## src/rtl/avalon_result_writer_if.sv

```systemverilog
// Avalon-MM write-master bus bundle used between avalon_result_writer and the memory side.
// Only the write subset is carried; the master never reads.
interface avalon_result_writer_if #(
    parameter int ADDR_W = 32,
    parameter int DATA_W = 64
);
    logic [ADDR_W-1:0]   avm_address;
    logic                avm_write;
    logic [DATA_W-1:0]   avm_writedata;
    logic [DATA_W/8-1:0] avm_byteenable;
    logic                avm_waitrequest;

    modport master (
        output avm_address,
        output avm_write,
        output avm_writedata,
        output avm_byteenable,
        input  avm_waitrequest
    );

    modport slave (
        input  avm_address,
        input  avm_write,
        input  avm_writedata,
        input  avm_byteenable,
        output avm_waitrequest
    );
endinterface

```

## src/rtl/avalon_result_writer.sv

```systemverilog
// Snapshots the C results on start, writes one result per 64-bit word from BASE_ADDR,
// then writes a trailer {checksum, 16'hC0DE, NUM_ROWS} and pulses done.
module avalon_result_writer #(
    parameter int ADDR_W    = 32,
    parameter int DATA_W    = 64,
    parameter int NUM_ROWS  = 8,
    parameter int C_W       = 24,
    parameter int BASE_ADDR = 16
) (
    input  logic                  clk,
    input  logic                  rst,
    input  logic                  start,
    input  logic [C_W-1:0]        c_data [NUM_ROWS],
    avalon_result_writer_if.master avm,
    output logic                  busy,
    output logic                  done,
    output logic [1:0]            dbg_state,
    output logic [3:0]            dbg_row
);
    typedef enum logic [1:0] {
        ST_IDLE    = 2'd0,
        ST_WRITE   = 2'd1,
        ST_TRAILER = 2'd2,
        ST_DONE    = 2'd3
    } state_t;

    localparam int                SUM_W     = C_W + 4;
    localparam logic [3:0]        LAST_ROW  = 4'(NUM_ROWS - 1);
    localparam logic [ADDR_W-1:0] BASE      = ADDR_W'(BASE_ADDR);
    localparam logic [15:0]       SIGNATURE = 16'hC0DE;

    state_t             state_q, state_d;
    logic [3:0]         row_q, row_d;
    logic [SUM_W-1:0]   sum_q, sum_d;
    logic [C_W-1:0]     snap_q [NUM_ROWS];
    logic [C_W-1:0]     cur_word;
    logic               capture;

    // Snapshot registers are loaded only on an accepted start, so later c_data changes are invisible.
    for (genvar gi = 0; gi < NUM_ROWS; gi++) begin : g_snap
        always_ff @(posedge clk) begin
            if (rst) begin
                snap_q[gi] <= '0;
            end else if (capture) begin
                snap_q[gi] <= c_data[gi];
            end
        end
    end

    always_comb begin
        cur_word = '0;
        for (int i = 0; i < NUM_ROWS; i++) begin
            if (row_q == 4'(i)) begin
                cur_word = snap_q[i];
            end
        end
    end

    always_ff @(posedge clk) begin
        if (rst) begin
            state_q <= ST_IDLE;
            row_q   <= '0;
            sum_q   <= '0;
        end else begin
            state_q <= state_d;
            row_q   <= row_d;
            sum_q   <= sum_d;
        end
    end

    // Bus outputs decode straight from registered state, so they stay put while stalled.
    always_comb begin
        state_d            = state_q;
        row_d              = row_q;
        sum_d              = sum_q;
        capture            = 1'b0;
        done               = 1'b0;
        avm.avm_write      = 1'b0;
        avm.avm_address    = '0;
        avm.avm_writedata  = '0;
        avm.avm_byteenable = '0;
        case (state_q)
            ST_IDLE: begin
                if (start) begin
                    capture = 1'b1;
                    sum_d   = '0;
                    row_d   = '0;
                    state_d = ST_WRITE;
                end
            end
            ST_WRITE: begin
                avm.avm_write      = 1'b1;
                avm.avm_address    = BASE + ADDR_W'(row_q);
                avm.avm_writedata  = DATA_W'(cur_word);
                avm.avm_byteenable = '1;
                if (!avm.avm_waitrequest) begin
                    sum_d = sum_q + SUM_W'(cur_word);
                    if (row_q == LAST_ROW) begin
                        state_d = ST_TRAILER;
                    end else begin
                        row_d = row_q + 4'd1;
                    end
                end
            end
            ST_TRAILER: begin
                avm.avm_write      = 1'b1;
                avm.avm_address    = BASE + ADDR_W'(NUM_ROWS);
                avm.avm_writedata  = DATA_W'({32'(sum_q), SIGNATURE, 16'(NUM_ROWS)});
                avm.avm_byteenable = '1;
                if (!avm.avm_waitrequest) begin
                    state_d = ST_DONE;
                end
            end
            ST_DONE: begin
                done    = 1'b1;
                row_d   = '0;
                state_d = ST_IDLE;
            end
            default: state_d = ST_IDLE;
        endcase
    end

    assign busy      = (state_q != ST_IDLE);
    assign dbg_state = state_q;
    assign dbg_row   = row_q;
endmodule

```

## src/flat_wrapper.sv

```systemverilog
// flat-port wrapper written by rule: the top's interface ports become plain ports
module avalon_result_writer_flat 
#(
    parameter int ADDR_W    = 32,
    parameter int DATA_W    = 64,
    parameter int NUM_ROWS  = 8,
    parameter int C_W       = 24,
    parameter int BASE_ADDR = 16
)
  (clk, rst, start, c_data, busy, done, dbg_state, dbg_row, avm_avm_address, avm_avm_write, avm_avm_writedata, avm_avm_byteenable, avm_avm_waitrequest);
  avalon_result_writer_if #(.ADDR_W(ADDR_W), .DATA_W(DATA_W)) avm_i ();
  input  logic clk;
  input  logic rst;
  input  logic start;
  input  logic [C_W-1:0] c_data[NUM_ROWS];
  output logic busy;
  output logic done;
  output logic [1:0] dbg_state;
  output logic [3:0] dbg_row;
  output wire logic [$bits(avm_i.avm_address)-1:0] avm_avm_address;
  output wire logic [$bits(avm_i.avm_write)-1:0] avm_avm_write;
  output wire logic [$bits(avm_i.avm_writedata)-1:0] avm_avm_writedata;
  output wire logic [$bits(avm_i.avm_byteenable)-1:0] avm_avm_byteenable;
  input wire logic [$bits(avm_i.avm_waitrequest)-1:0] avm_avm_waitrequest;
  assign avm_avm_address = avm_i.avm_address;
  assign avm_avm_write = avm_i.avm_write;
  assign avm_avm_writedata = avm_i.avm_writedata;
  assign avm_avm_byteenable = avm_i.avm_byteenable;
  assign avm_i.avm_waitrequest = avm_avm_waitrequest;
  avalon_result_writer #(.ADDR_W(ADDR_W), .DATA_W(DATA_W), .NUM_ROWS(NUM_ROWS), .C_W(C_W), .BASE_ADDR(BASE_ADDR)) u_core (.clk(clk), .rst(rst), .start(start), .c_data(c_data), .avm(avm_i), .busy(busy), .done(done), .dbg_state(dbg_state), .dbg_row(dbg_row));
endmodule
```

## config.mk

```make
export PLATFORM = sky130hd
export DESIGN_NAME = avalon_result_writer_flat
export DESIGN_NICKNAME = d
export VERILOG_FILES = /design/src/rtl/avalon_result_writer_if.sv /design/src/rtl/avalon_result_writer.sv /design/src/flat_wrapper.sv
export SDC_FILE = /design/constraint.sdc
export NUM_CORES = 1
export LEC_CHECK = 0
export ABC_AREA = 1
export ABC_CLOCK_PERIOD_IN_PS = 7300
export BUFFER_PORTS_ARGS = -buffer_cell sky130_fd_sc_hd__buf_2
export CORE_UTILIZATION = 40
export CTS_CLUSTER_SIZE = 12
export DETAILED_ROUTE_END_ITERATION = 12
export PLACE_DENSITY = 0.62
export SETUP_SLACK_MARGIN = 0.5
export SLEW_MARGIN = 20
export SYNTH_ARGS = -nofsm -noshare
export SYNTH_HDL_FRONTEND = slang
export SYNTH_SLANG_ARGS = --single-unit
```

## constraint.sdc

```tcl
create_clock -name clk -period 7.3 [get_ports clk]
set_input_delay 1.095 -clock clk [delete_from_list [all_inputs] [get_ports clk]]
set_output_delay 1.095 -clock clk [all_outputs]
set_load 0.05 [all_outputs]
```

Yosys cells after proc, flatten, opt, wreduce, memory -nomap -nowiden
Memory sizes are Yosys's and may differ from the RTL's.
Cells that the tools add are included.
Widths: inputs -> output; s select.

word-level totals
  output and inout bits = 113
  memory bits (writable) = 192
  input bits = 196
  memories kept = 1
  word-level logic and storage cells = 79
  register bits after elaboration = 34

operators by class
  reductions and logical operators = 9
  muxes and demuxes = 40
  equality and inequality tests = 15
  bitwise gates (word level) = 8
  add/subtract/negate cells = 3

memories
  memory         words  bits a word  rd ports  clocked after memory_dff  write ports  line                        text
  u_core.snap_q  8      24           8         0                         8            avalon_result_writer.sv:35  logic [C_W-1:0] snap_q [NUM_ROWS];

operators by type and width
  operator             number
  $mux 24              16
  $pmux 60 s2          1
  $pmux 32 s2          1
  $mux 28              2
  $pmux 28 s2          1
  $add 28x24->28       1
  $eq 4x3->1 const B   4
  $mux 4               3
  $pmux 4 s3           1
  $mux 1               9
  $eq 4x2->1 const B   2
  $mux 2               4
  $mux 8               1
  $ne 2x2->1 const B   4
  $or 1x1->1           8
  $pmux 2 s4           1
  $reduce_and 4->1     2
  $add 5x4->6 const A  1
  $add 4x1->4 const B  1
  $eq 2x2->1 const B   2
  $eq 4x1->1 const B   1
  $logic_not 4->1      1
  $reduce_bool 2->1    2
  $reduce_and 3->1     1
  other kinds (5)      5

Depth between registers and ports, before layout
Gate-level depths: netlist of the first run.

  word-level depth = 12
  mapped depth = 27
  mapped depth without buffers = 25

Least setup slack after synthesis of the first run
Ideal clock, no wire load.

  path kind = input to register
  start = input port rst
  end = register u_core.sum_q[24]
  data required time = 7.181 ns
  slack = 0.533 ns
  setup time = 0.119 ns
  arrival time = 6.648 ns
  stages = 6
  path buffers = 1
  cells stage by stage = buf_2 inv_1 nand2_1 o21ai_0 nand2_1 nor2_1

RTL lines
  what                    line                        text
  start: declaration      flat_wrapper.sv:13          input logic rst;
  end signal: assignment  avalon_result_writer.sv:67  sum_q <= sum_d;
  end: declaration        avalon_result_writer.sv:34  logic [SUM_W-1:0] sum_q, sum_d;

Worst setup path in the final report of the first run
  start = register u_core.row_q[2] (netlist: u_core.dbg_row[2])
  end = output port avm_avm_writedata[2]

between the ends
  longest elaborated chain between the ends = 10
  elaborated cells between the ends (all ways) = 17
  classes of those cells = eq/ne: 7; mux: 9; reduce/logical: 1

RTL lines
  what                      line                        text
  start: declaration        avalon_result_writer.sv:33  logic [3:0] row_q, row_d;
  start signal: assignment  avalon_result_writer.sv:66  row_q <= row_d;
  $logic_not 4->1           avalon_result_writer.sv:53  if (row_q == 4'(i)) begin
  $mux 24 (7 in series)     avalon_result_writer.sv:53
  $mux 24 (*)               avalon_result_writer.sv:53
  $pmux 60 s2 (*)           avalon_result_writer.sv:82  case (state_q)
  end: declaration          flat_wrapper.sv:22          output wire logic [$bits(avm_i.avm_writedata)-1:0] avm_avm_writedata;

Mark *: on every way between the ends. The rest lies on a longest branch, timed or not.

==> results of run 1 <==
## through the flow
stage,hold slack [ns],power (uW),worst slack (ns)
2_1_floorplan,0.458,3420,0.533
3_5_place_dp,0.483,3970,2.80
6_report,0.502,5340,2.38
3_3_place_gp,0.490,3940,2.97
5_1_grt,0.532,5660,2.03
4_1_cts,0.493,5380,2.40
## cell usage in the layout (no fill, tap or decap), types with 2 or more instances in the layout
| master | netlist | final |
|---|---|---|
| a211oi_1 | 2 | 2 |
| a21boi_1 | 7 | 7 |
| a21oi_1 | 46 | 46 |
| buf_12 | 0 | 2 |
| buf_2 | 23 | 271 |
| buf_4 | 51 | 6 |
| bufinv_16 | 0 | 5 |
| clkbuf_1 | 35 | 3 |
| clkbuf_16 | 0 | 27 |
| clkinv_1 | 0 | 2 |
| clkinv_2 | 0 | 8 |
| conb_1 | 1 | 37 |
| dfxtp_1 | 34 | 34 |
| edfxtp_1 | 192 | 192 |
| ha_1 | 36 | 36 |
| inv_1 | 393 | 393 |
| inv_2 | 4 | 4 |
| nand2_1 | 461 | 460 |
| nand3_1 | 88 | 87 |
| nand3b_1 | 4 | 4 |
| nand4_1 | 54 | 54 |
| nor2_1 | 305 | 305 |
| nor2_2 | 2 | 2 |
| nor3_1 | 5 | 5 |
| nor3b_1 | 2 | 2 |
| o21ai_0 | 38 | 38 |
| o21ai_1 | 2 | 2 |
| o21bai_1 | 2 | 2 |
| or2_2 | 29 | 29 |
## cells in the mapped netlist
| cell | n | share of area [%] |
|---|---|---|
| a211oi_1 | 2 | 0.11 |
| nand2_1 | 461 | 13 |
| a21oi_2 | 1 | 0.064 |
| nor3_4 | 1 | 0.12 |
| buf_4 | 51 | 2.8 |
| fa_1 | 1 | 0.15 |
| nor3_1 | 5 | 0.18 |
| a21o_1 | 1 | 0.055 |
| edfxtp_1 | 192 | 42 |
| a21oi_1 | 46 | 1.7 |
| buf_1 | 1 | 0.028 |
| xnor2_1 | 1 | 0.064 |
| a21boi_1 | 7 | 0.39 |
| nand4_1 | 54 | 2.5 |
| nor2_4 | 1 | 0.083 |
| o21ai_1 | 2 | 0.074 |
| buf_6 | 5 | 0.41 |
| nand3_1 | 88 | 3.2 |
| buf_2 | 23 | 0.85 |
| nand2_2 | 1 | 0.046 |
| o22ai_1 | 1 | 0.046 |
| nor2_1 | 305 | 8.4 |
| o21ai_0 | 38 | 1.4 |
| inv_2 | 4 | 0.11 |
| nand3b_1 | 4 | 0.22 |
| clkbuf_2 | 1 | 0.037 |
| dfxtp_1 | 34 | 5.0 |
| inv_1 | 393 | 11 |
| clkbuf_1 | 35 | 0.97 |
| ha_1 | 36 | 3.3 |
| conb_1 | 1 | 0.028 |
| nor2_2 | 2 | 0.092 |
| or2_2 | 29 | 1.3 |
| o21bai_1 | 2 | 0.11 |
| a22oi_1 | 1 | 0.055 |
| nor3b_1 | 2 | 0.11 |
## worst max-delay path, stage by stage (launching register included)
cell and delay, ns:
dfxtp_1 0.41, nor2_4 0.56, nand2_2 0.43, inv_1 0.73
nand2_1 0.12, nand4_1 0.13, nand2_1 0.09, nand2_1 0.07
nand2_1 0.09, nor2_1 0.28, buf_2 0.34
## report_power, final
| part | switching, uW | leakage (uW) | total (uW) | internal, uW |
|---|---|---|---|---|
| logic | 1530 | 0.00591 | 2050 | 522 |
| clock network | 546 | 0.000455 | 1400 | 855 |
| registers | 124 | 0.00234 | 1890 | 1770 |
| total | 2200 | 0.00870 | 5340 | 3140 |
## area by class of cell
type                    instances  area share, %
inverters                     397           9.32
repair buffers                279           9.01
multi-input cells            1129           32.1
well taps                     448           3.51
flip-flops and latches        226           40.3
clock inverters                18           1.46
clock buffers                  30           4.30
## layer usage
metal / up-vias / wire length [um] / global-route usage, %
met1: 5451 / 17000 / 29.3
met3: 82 / 2310 / 3.12
met2: 411 / 18500 / 38.2
met4: 0 / 1670 / 9.66
li1: 5987 / - / -
met5: - / 0 / 0
## worst paths after layout
kind,start,cells after the start,end,slack (ns)
max,u_core.dbg_row[2],10,avm_avm_writedata[2],2.38
min,u_core.sum_q[14],2,u_core.sum_q[14],0.50
max reg2reg,u_core.dbg_row[2],22,u_core.sum_q[24],2.77
min reg2reg,u_core.sum_q[14],2,u_core.sum_q[14],0.50
## sequential cells by signal (all words and copies together) (netlist names)
| name | flops |
|---|---|
| u_core.dbg_row | 4 |
| u_core.dbg_state | 2 |
| u_core.sum_q | 28 |
| u_core.snap_q | 192 |
## kinds of logic (layout without fill, tap and decap cells)
group,count (synthesis),count (layout)
buffers and inverters,513,724
and+or+nand+nor,953,953
other,1,37
AOI/OAI and AO/OA,101,101
DFF,226,226
adders and majority gates,37,37
xor gates and xnor gates,1,1
==> impl_metrics.toml, run 1 <==
[outcome]
status = "complete, no violations"

[floorplanning]
die_x_um = 186
io_pins = 309
core_area_um2 = 33500
placement_rows = 67
die_h_um = 186
initial_core_util_pct = 40.6
die-area_um2 = 34800

[timing]
min_period_ns = 4.92
worst_pin_slew_ns = 0.926
slew_violations = 0
slew_headroom_pct = 38.3
clock.fmax_ghz = 0.203
setup_viol = 0
finalSetupTns_ns = 0
finClkSkew_ns = 0.00943
fin_crit_sh_pct = 67.4
hold_viol = 0
rsz0062_at_grt = "false"

[clock_tree]
cts_root_buf = "clkbuf_16"
post_cts_buffers = 0
cts_buffers = 27
cts_hold_buf = 0
htreeDepth = 1
clk_latency_ns = 0.55
clock_sinks = 226
clk_pin_slew_ns = 0.06
cts_resized = 0
cts_tree = "built"
cts.path.max_buffers = 3

[synth]
syn_area_um2 = 13600
yosysUniqueCellTypes = 36
yosys.area_share.simple_pct = 29.0
ys_seq_area_share_pct = 47.4
synth_warnings = 0
synthAdderAreaFrac_pct = 3.46
yosys-mux-area-fraction_pct = 0
postSynthAreaPerCell_um2 = 7.43
synth_top_family_by_area = "simple AND/OR/NAND/NOR gates"
synth_compound_area_share_pct = 3.99
ys_ff_latch = 226
synthXorXnorAreaFrac_pct = 0.0644
netlist_instances = 1832

[drt]
wl_per_cell_um = 15.6
drt_iter0_drc = 875
vias_per_cell = 4.72
ant_nets = 0
drt_first_pass_iters = 5
wl_um = 39500
vias = 11900
drc = 0

[global_route]
grt_max_degree = 179
grt_overflow = 0
grt_pass1_wl_um = 62500
grt_pass1_vias = 11700
antenna_found_initial = 0
track_usage_pct = 22.8

[pwr]
power.leakage_uw = 0.00870
vdd_drop_max_mv = 0.225
power.density_nw_per_um2 = 334

[placement]
placed_cells = 2479
io_buffers = 271
place_area_um2 = 15100
gp_congestion = 0.941
place_hpwl_um = 29400

[finish]
final_cells = 2527
drive_gt1_share_pct = 17.5
fin_nets = 2293
multi_input_area_um2 = 5130
nFillCells = 3423
fin_area_um2 = 16000
syn_to_final_growth_pct = 17.5
final_util_pct = 47.7
register_area_um2 = 6450
diodes = 0

[worst_setup_path]
cp-end-kind = "primary output"
cp-start-kind = "register"
cp.arrival_ns = 3.83
crit_fanout = 33
critPathRequiredTime_ns = 6.20
path_class = "register to primary output"

[run]
maxCapViolations = 0

[worst_hold_path]
hp-class = "register to register"
Power figures use the tool's default switching activity.
==> run 2, diff against run 1 <==
--- a/config.mk
+++ b/config.mk
@@ -5,13 +5,13 @@
 export SDC_FILE = /design/constraint.sdc
 export NUM_CORES = 1
 export LEC_CHECK = 0
-export ABC_AREA = 1
-export ABC_CLOCK_PERIOD_IN_PS = 7300
+export ABC_AREA = 0
+export ABC_CLOCK_PERIOD_IN_PS = 4500
 export BUFFER_PORTS_ARGS = -buffer_cell sky130_fd_sc_hd__buf_2
 export CORE_UTILIZATION = 40
 export CTS_CLUSTER_SIZE = 12
 export DETAILED_ROUTE_END_ITERATION = 12
-export PLACE_DENSITY = 0.62
+export PLACE_DENSITY = 0.65
 export SETUP_SLACK_MARGIN = 0.5
 export SLEW_MARGIN = 20
 export SYNTH_ARGS = -nofsm -noshare
==> constraint.sdc (replaced) <==
create_clock -name clk -period 4.5 [get_ports clk]
set_input_delay 0.675 -clock clk [delete_from_list [all_inputs] [get_ports clk]]
set_output_delay 0.675 -clock clk [all_outputs]
set_load 0.05 [all_outputs]
==> run 2 against run 1 <==
Compared with the run above: global-route usage is 0.79 points lower; cell area is 3.1% lower; register-to-register slack worse by 2.2 ns; clock power is 41% higher; combinational power is 93% higher; count of clock-buffer cells in the layout is 2 lower; die area is 9.6% lower; setup slack worse by 1.8 ns; critical path type is now register to register.
==> impl_metrics.toml, run 2 <==
[synth]
ys.flop_type = "edfxtp_1"
netlist_instances = 1205
yosysUniqueCellTypes = 59
ys_async_sr_fraction_pct = 0
ys_ff_latch = 226
yosysTopAreaCellShare_pct = 46.9
synth-edff-count = 192
yosys-top-cells-area = "edfxtp_1 47%, and2_1 11%, dfxtp_1 5.5%"
yosysMostFrequentCell = "and2_1"
synth_top_cell_by_area = "edfxtp_1"
synthTopCellsByCount = "225 x and2_1, 192 x edfxtp_1, 111 x nand2_1, 70 x o21ai_0, 68 x nor2_1"
syn_area_um2 = 12300
ys_seq_area_share_pct = 52.5
synth_warnings = 0
postSynthAreaPerCell_um2 = 10.2

[finish]
largest_reg_flops = 192
mostFrequentLayoutCells = "272 x buf_2, 225 x and2_1, 192 x edfxtp_1"
drive_gt1_share_pct = 31.4
nFillCells = 2669
fin_nets = 1723
fin_area_um2 = 15500
syn_to_final_growth_pct = 26.2
diodes = 0
multi_input_area_um2 = 5740
final_common_cell = "buf_2"
register_area_um2 = 6450
regMostFlops = "u_core.snap_q"

[timing]
setup_viol = 0
fin_crit_sh_pct = 88.0
worst_pin_slew_ns = 1.01
rsz0062_at_grt = "true"
hold_viol = 0
finalSetupTns_ns = 0
clock.fmax_ghz = 0.252
min_period_ns = 3.96
slew_violations = 0
slew_headroom_pct = 32.7
worst_hold_slack_ns = 0.423
finClkSkew_ns = 0.0136

[drt]
drt_first_pass_iters = 5
drc = 0
wl_per_cell_um = 18.7
drt_iter0_drc = 697
wl_um = 35300
ant_nets = 0
vias = 9970
vias_per_cell = 5.26

[global_route]
grt_overflow = 0
antenna_found_initial = 0
grt_max_degree = 185
grt_use_met2_pct = 36.0
track_usage_pct = 22.0
met3_usage_pct = 3.39
grt_pass1_wl_um = 52200
globalRouteMet1Util_pct = 28.5
grt_pass1_vias = 9426
busiest_layer = "met2"

[pwr]
p_int_uw = 5490
p_comb_share_pct = 43.6
power.density_nw_per_um2 = 586
seqPwrFrac_pct = 34.6
vdd_drop_max_mv = 0.364
power.leakage_uw = 0.00659
swShare_pct = 39.6
power_switching_uw = 3590
power.share.clock_pct = 21.8

[floorplanning]
die-area_um2 = 31400
core_area_um2 = 30000
die_x_um = 177
initial_core_util_pct = 41.0
placement_rows = 63
die_h_um = 177
io_pins = 309

[clock_tree]
cts_tree = "built"
cts.path.max_buffers = 3
clk_pin_slew_ns = 0.06
cts_root_buf = "clkbuf_16"
cts_hold_buf = 0
clock_sinks = 226
cts_buffers = 25
clk_latency_ns = 0.53
htreeDepth = 1

[placement]
place_area_um2 = 14000
place_hpwl_um = 25600
gp_congestion = 0.915
io_buffers = 271

[worst_setup_path]
cp.arrival_ns = 4.43
path_class = "register to register"
r2r_start = "u_core.dbg_row[1]"
cp_common_cell = "buf_4"
cp-end-kind = "register"
cpMaxStageDelayCell = "or4_1"
crit_fanout = 5
reg2reg_setup_slack_ns = 0.54
r2r_cells = 20
r2r_end = "u_core.sum_q[27]"
max_stage_delay_ns = 0.47
cp-start-kind = "register"
crit_chain = "inv_4 > ha_4 > nor2b_4 > buf_4 > buf_4 > a22oi_1 > nor2_1 > a21oi_1 > o21ai_0 > a21oi_2 > o21ai_2 > ha_1 > nand4_1 > nand2b_4 > nor2_1 > nor3_2 > buf_4 > o21a_1 > or4_1 > nand2_1"
critPathRequiredTime_ns = 4.97

[worst_hold_path]
min_to = "u_core.snap_q[0][28]"
hp-class = "primary input to register"
min_path_cells = 2
min-delay-start = "c_data[148]"

[outcome]
status = "complete, no violations"

[run]
maxCapViolations = 0
run 2: changes by cell type in the layout (fill, tap and decap cells not counted), sizes merged, moves of 66 or more:
cell,previous run,this run
inv,398,13
nor2,308,68
buf,279,346
nand3,88,22
nand2,462,111
and2,0,226
run 2: power groups by stage:
| stage | Clock, uW | Sequential, uW | Combinational (uW) |
|---|---|---|---|
| after global placement | 0 | 3170 | 3390 |
| after floorplan | 0 | 3130 | 2540 |
| after global routing | 2100 | 3190 | 4270 |
| after CTS | 2010 | 3140 | 3680 |
| final | 1980 | 3150 | 3950 |
| after detailed placement | 0 | 3170 | 3430 |
run 2: layer usage:
layer  vias up  wire length [um]
li1       4802                 -
met2       420             16600
met4         0              1610
met1      4669             14800
met5         -                 0
met3        79              2290
run 2: per-stage QoR:
stage	util, %	total power (uW)	setup slack, ns	std cells
3_5_place_dp	46.6	6600	0.0651	1814
4_1_cts	50.5	8830	0.500	1878
2_1_floorplan	-	5670	0.414	1241
5_1_grt	51.7	9560	0.338	1894
3_3_place_gp	46.6	6560	0.161	1814
6_report	51.7	9080	0.539	1894
run 2: how the worst max path moves through the flow:
stage,endpoint,depth (start not counted),from,slack [ns]
final,u_core.sum_q[27],20,u_core.dbg_row[1],0.54
after global routing,u_core.sum_q[27],21,u_core.dbg_row[1],0.34
after floorplan,avm_avm_writedata[17],6,u_core.dbg_state[0],0.41
after global placement,u_core.sum_q[25],18,u_core.dbg_row[0],0.16
after CTS,u_core.sum_q[24],19,u_core.dbg_row[1],0.50
after detailed placement,u_core.sum_q[25],18,u_core.dbg_row[0],0.07
run 2: what timing repair did:
| action | 4_1_cts | 5_1_grt |
|---|---|---|
| setup buffers | 23 | 16 |
| pin swaps | 27 | 30 |
| endpoints found under the setup margin | 23 | 17 |
| cloned | 0 | 0 |
| gates resized for setup | 61 | 62 |
run 2: cells by family (layout without fill, tap and decap cells):
family	after synthesis	after routing	share of synthesized area, %
simple gates	495	495	21.3
buf+inv	137	400	5.85
fa+ha+maj	37	37	3.83
other cells	1	37	0.0305
mux	2	2	0.163
flops	226	226	52.5
xor+xnor	19	19	1.35
compound gates	288	288	14.9
run 2: critical path, delay by kind of cell, from the launching register on:
family | cells | cell delay [ns]
buf+inv | 4 | 0.53
simple gates | 8 | 1.39
compound gates | 6 | 1.04
flops | 1 | 0.39
fa+ha+maj | 2 | 0.56
run 2: final cells by class:
| type | count | share of cell area [%] |
|---|---|---|
| sequential | 226 | 41.6 |
| multi-input combinational | 878 | 37.0 |
| timing repair buffer | 346 | 12.8 |
| clock buffer | 28 | 4.11 |
| tap | 390 | 3.15 |
| clock inverter | 13 | 0.896 |
| inverter | 13 | 0.355 |
==> run 3, diff against run 2 <==
--- a/config.mk
+++ b/config.mk
@@ -6,12 +6,12 @@
 export NUM_CORES = 1
 export LEC_CHECK = 0
 export ABC_AREA = 0
-export ABC_CLOCK_PERIOD_IN_PS = 4500
+export ABC_CLOCK_PERIOD_IN_PS = 3900
 export BUFFER_PORTS_ARGS = -buffer_cell sky130_fd_sc_hd__buf_2
-export CORE_UTILIZATION = 40
+export CORE_UTILIZATION = 50
 export CTS_CLUSTER_SIZE = 12
 export DETAILED_ROUTE_END_ITERATION = 12
-export PLACE_DENSITY = 0.65
+export PLACE_DENSITY = 0.76
 export SETUP_SLACK_MARGIN = 0.5
 export SLEW_MARGIN = 20
 export SYNTH_ARGS = -nofsm -noshare
==> constraint.sdc (replaced) <==
create_clock -name clk -period 3.9 [get_ports clk]
set_input_delay 0.585 -clock clk [delete_from_list [all_inputs] [get_ports clk]]
set_output_delay 0.585 -clock clk [all_outputs]
set_load 0.05 [all_outputs]
==> run 3 against run 2 <==
Compared with the run above: the run now ends with negative setup slack left; flip-flop and latch count is the same; non-clock buffer count grew 96; worst hold slack lost 0.11 ns; global-route usage grew 5.9 points; core utilization grew 19 points; final cell count grew 1.5%; clock skew grew 0.0021 ns; largest cell class unchanged; highest routed layer unchanged.
==> impl_metrics.toml, run 3 (synthesized netlist as in run 2, its figures left out) <==
[outcome]
status = "complete, but fails checks"
violations = "negative setup slack"

[floorplanning]
die_x_um = 159
core_area_um2 = 23800
die-area_um2 = 25200
die_h_um = 159
initial_core_util_pct = 51.7
placement_rows = 56
io_pins = 309

[timing]
setup_viol = 1
min_period_ns = 3.92
fin_ws_ns = -0.0177
worst_pin_slew_ns = 0.756
clock.fmax_ghz = 0.255
slew_violations = 0
finClkSkew_ns = 0.0158
fin_crit_sh_pct = 100
worst_hold_slack_ns = 0.317
slew_headroom_pct = 49.5
rsz0062_at_grt = "true"
hold_viol = 0

[worst_setup_path]
crit_fanout = 7
cp-start-kind = "register"
cp-end-kind = "register"
reg2reg_setup_slack_ns = -0.02
critPathRequiredTime_ns = 4.38
r2r_cells = 20
cp-endpoint = "u_core.sum_q[27]"
path_class = "register to register"
r2r_end = "u_core.sum_q[27]"
r2r_start = "u_core.dbg_row[0]"
cp.arrival_ns = 4.40
setup.worst_path.start = "u_core.dbg_row[0]"

[pwr]
power.leakage_uw = 0.00716
vdd_drop_max_mv = 0.625
power.density_nw_per_um2 = 675

[drt]
drt_first_pass_iters = 5
wl_um = 36300
vias = 10500
ant_nets = 0
vias_per_cell = 5.49
wl_per_cell_um = 18.9
drc = 0
drt_iter0_drc = 753

[global_route]
grt_max_degree = 71
track_usage_pct = 27.8
grt_pass1_vias = 10200
grt_pass1_wl_um = 55000
antenna_found_initial = 0
grt_overflow = 0

[finish]
drive_gt1_share_pct = 37.6
diodes = 0
largest_reg_flops = 192
fin_nets = 1818
mostFrequentLayoutCells = "257 x buf_2, 225 x and2_1, 192 x edfxtp_1"
regMostFlops = "u_core.snap_q"
syn_to_final_growth_pct = 36.4
final_common_cell = "buf_2"

[run]
maxCapViolations = 0

[clock_tree]
clock_sinks = 226
htreeDepth = 1
clk_pin_slew_ns = 0.06
cts_root_buf = "clkbuf_16"
cts_tree = "built"
clk_latency_ns = 0.54
cts_buffers = 24
cts.path.max_buffers = 3
cts_hold_buf = 0

[placement]
io_buffers = 271
gp_congestion = 0.949
place_worst_setup_slack_ns = -0.127
place_hpwl_um = 25900

[worst_hold_path]
hp-class = "primary input to register"
-- run 3: changes by cell type in the layout (fill, tap and decap cells not counted), sizes merged --
cell,before,now
clkbuf,28,39
clkinv,9,8
bufbuf,0,1
clkinvlp,1,0
buf,346,438
bufinv,3,1
inv,13,12
-- run 3: power by group --
part	total [uW]	switching [uW]	internal [uW]
Clock	2150	932	1220
Sequential	3650	293	3360
Combinational	5510	3240	2270
Total	11300	4460	6850
-- run 3: how the worst min path moves through the flow --
stage                                 to  slack [ns]  cells past startpoint        startpoint
floorplan               u_core.sum_q[12]        0.44                      2  u_core.sum_q[12]
global placement        u_core.sum_q[13]        0.47                      2  u_core.sum_q[13]
detailed placement      u_core.sum_q[13]        0.49                      2  u_core.sum_q[13]
CTS                 u_core.snap_q[1][26]        0.30                      2        c_data[50]
global route        u_core.snap_q[1][45]        0.31                      2        c_data[69]
finish              u_core.snap_q[1][26]        0.32                      2        c_data[50]
-- run 3: routing by layer --
metal / global-route usage [%] / share of wire (%) / wire, um
met1: 35.7 / 41 / 14700
met2: 47.7 / 49 / 18000
met3: 3.81 / 6.5 / 2370
met4: 10.3 / 3.5 / 1250
met5: 0 / 0 / 0
-- run 3: critical path: stages (launching register included) --
cell and delay, ns:
dfxtp_4 0.38, inv_4 0.04, ha_4 0.15, nor2b_4 0.14, buf_6 0.14, buf_4 0.13
a221oi_2 0.23, nor3_1 0.07, a21oi_1 0.14, o21ai_1 0.07, nand2b_1 0.13, o31ai_2 0.09
ha_1 0.38, buf_6 0.12, nand4b_1 0.23, a2111oi_4 0.40, nor3_2 0.10, buf_4 0.16
o21a_1 0.20, or4_1 0.46, nand2_1 0.07
-- run 3: cell type report --
class / count / area, um^2
multi-input combinational: 878 / 6120
tap: 319 / 399
clock inverter: 8 / 85.1
sequential: 226 / 6460
clock buffer: 36 / 646
timing repair buffer: 442 / 2990
fill: 1726 / 7000
inverter: 13 / 58.8
-- run 3: repair_timing --
item,in CTS,in global routing
endpoints found under the setup margin,29,41
gates cloned,1,1
pin swaps,53,45
gates resized for setup,120,73
setup buffers,37,14
-- run 3: metrics by stage --
step                util [%]  TNS [ns]  area, um^2  cells  total power (uW)
floorplan                  -         0       12800   1241              6680
global placement        62.4    -0.145       14800   1825              8090
detailed placement      62.4    -0.354       14800   1825              8180
CTS                     68.8         0       16300   1907             10900
global route            70.5     -1.29       16800   1922             11900
finish                  70.5   -0.0177       16800   1922             11300
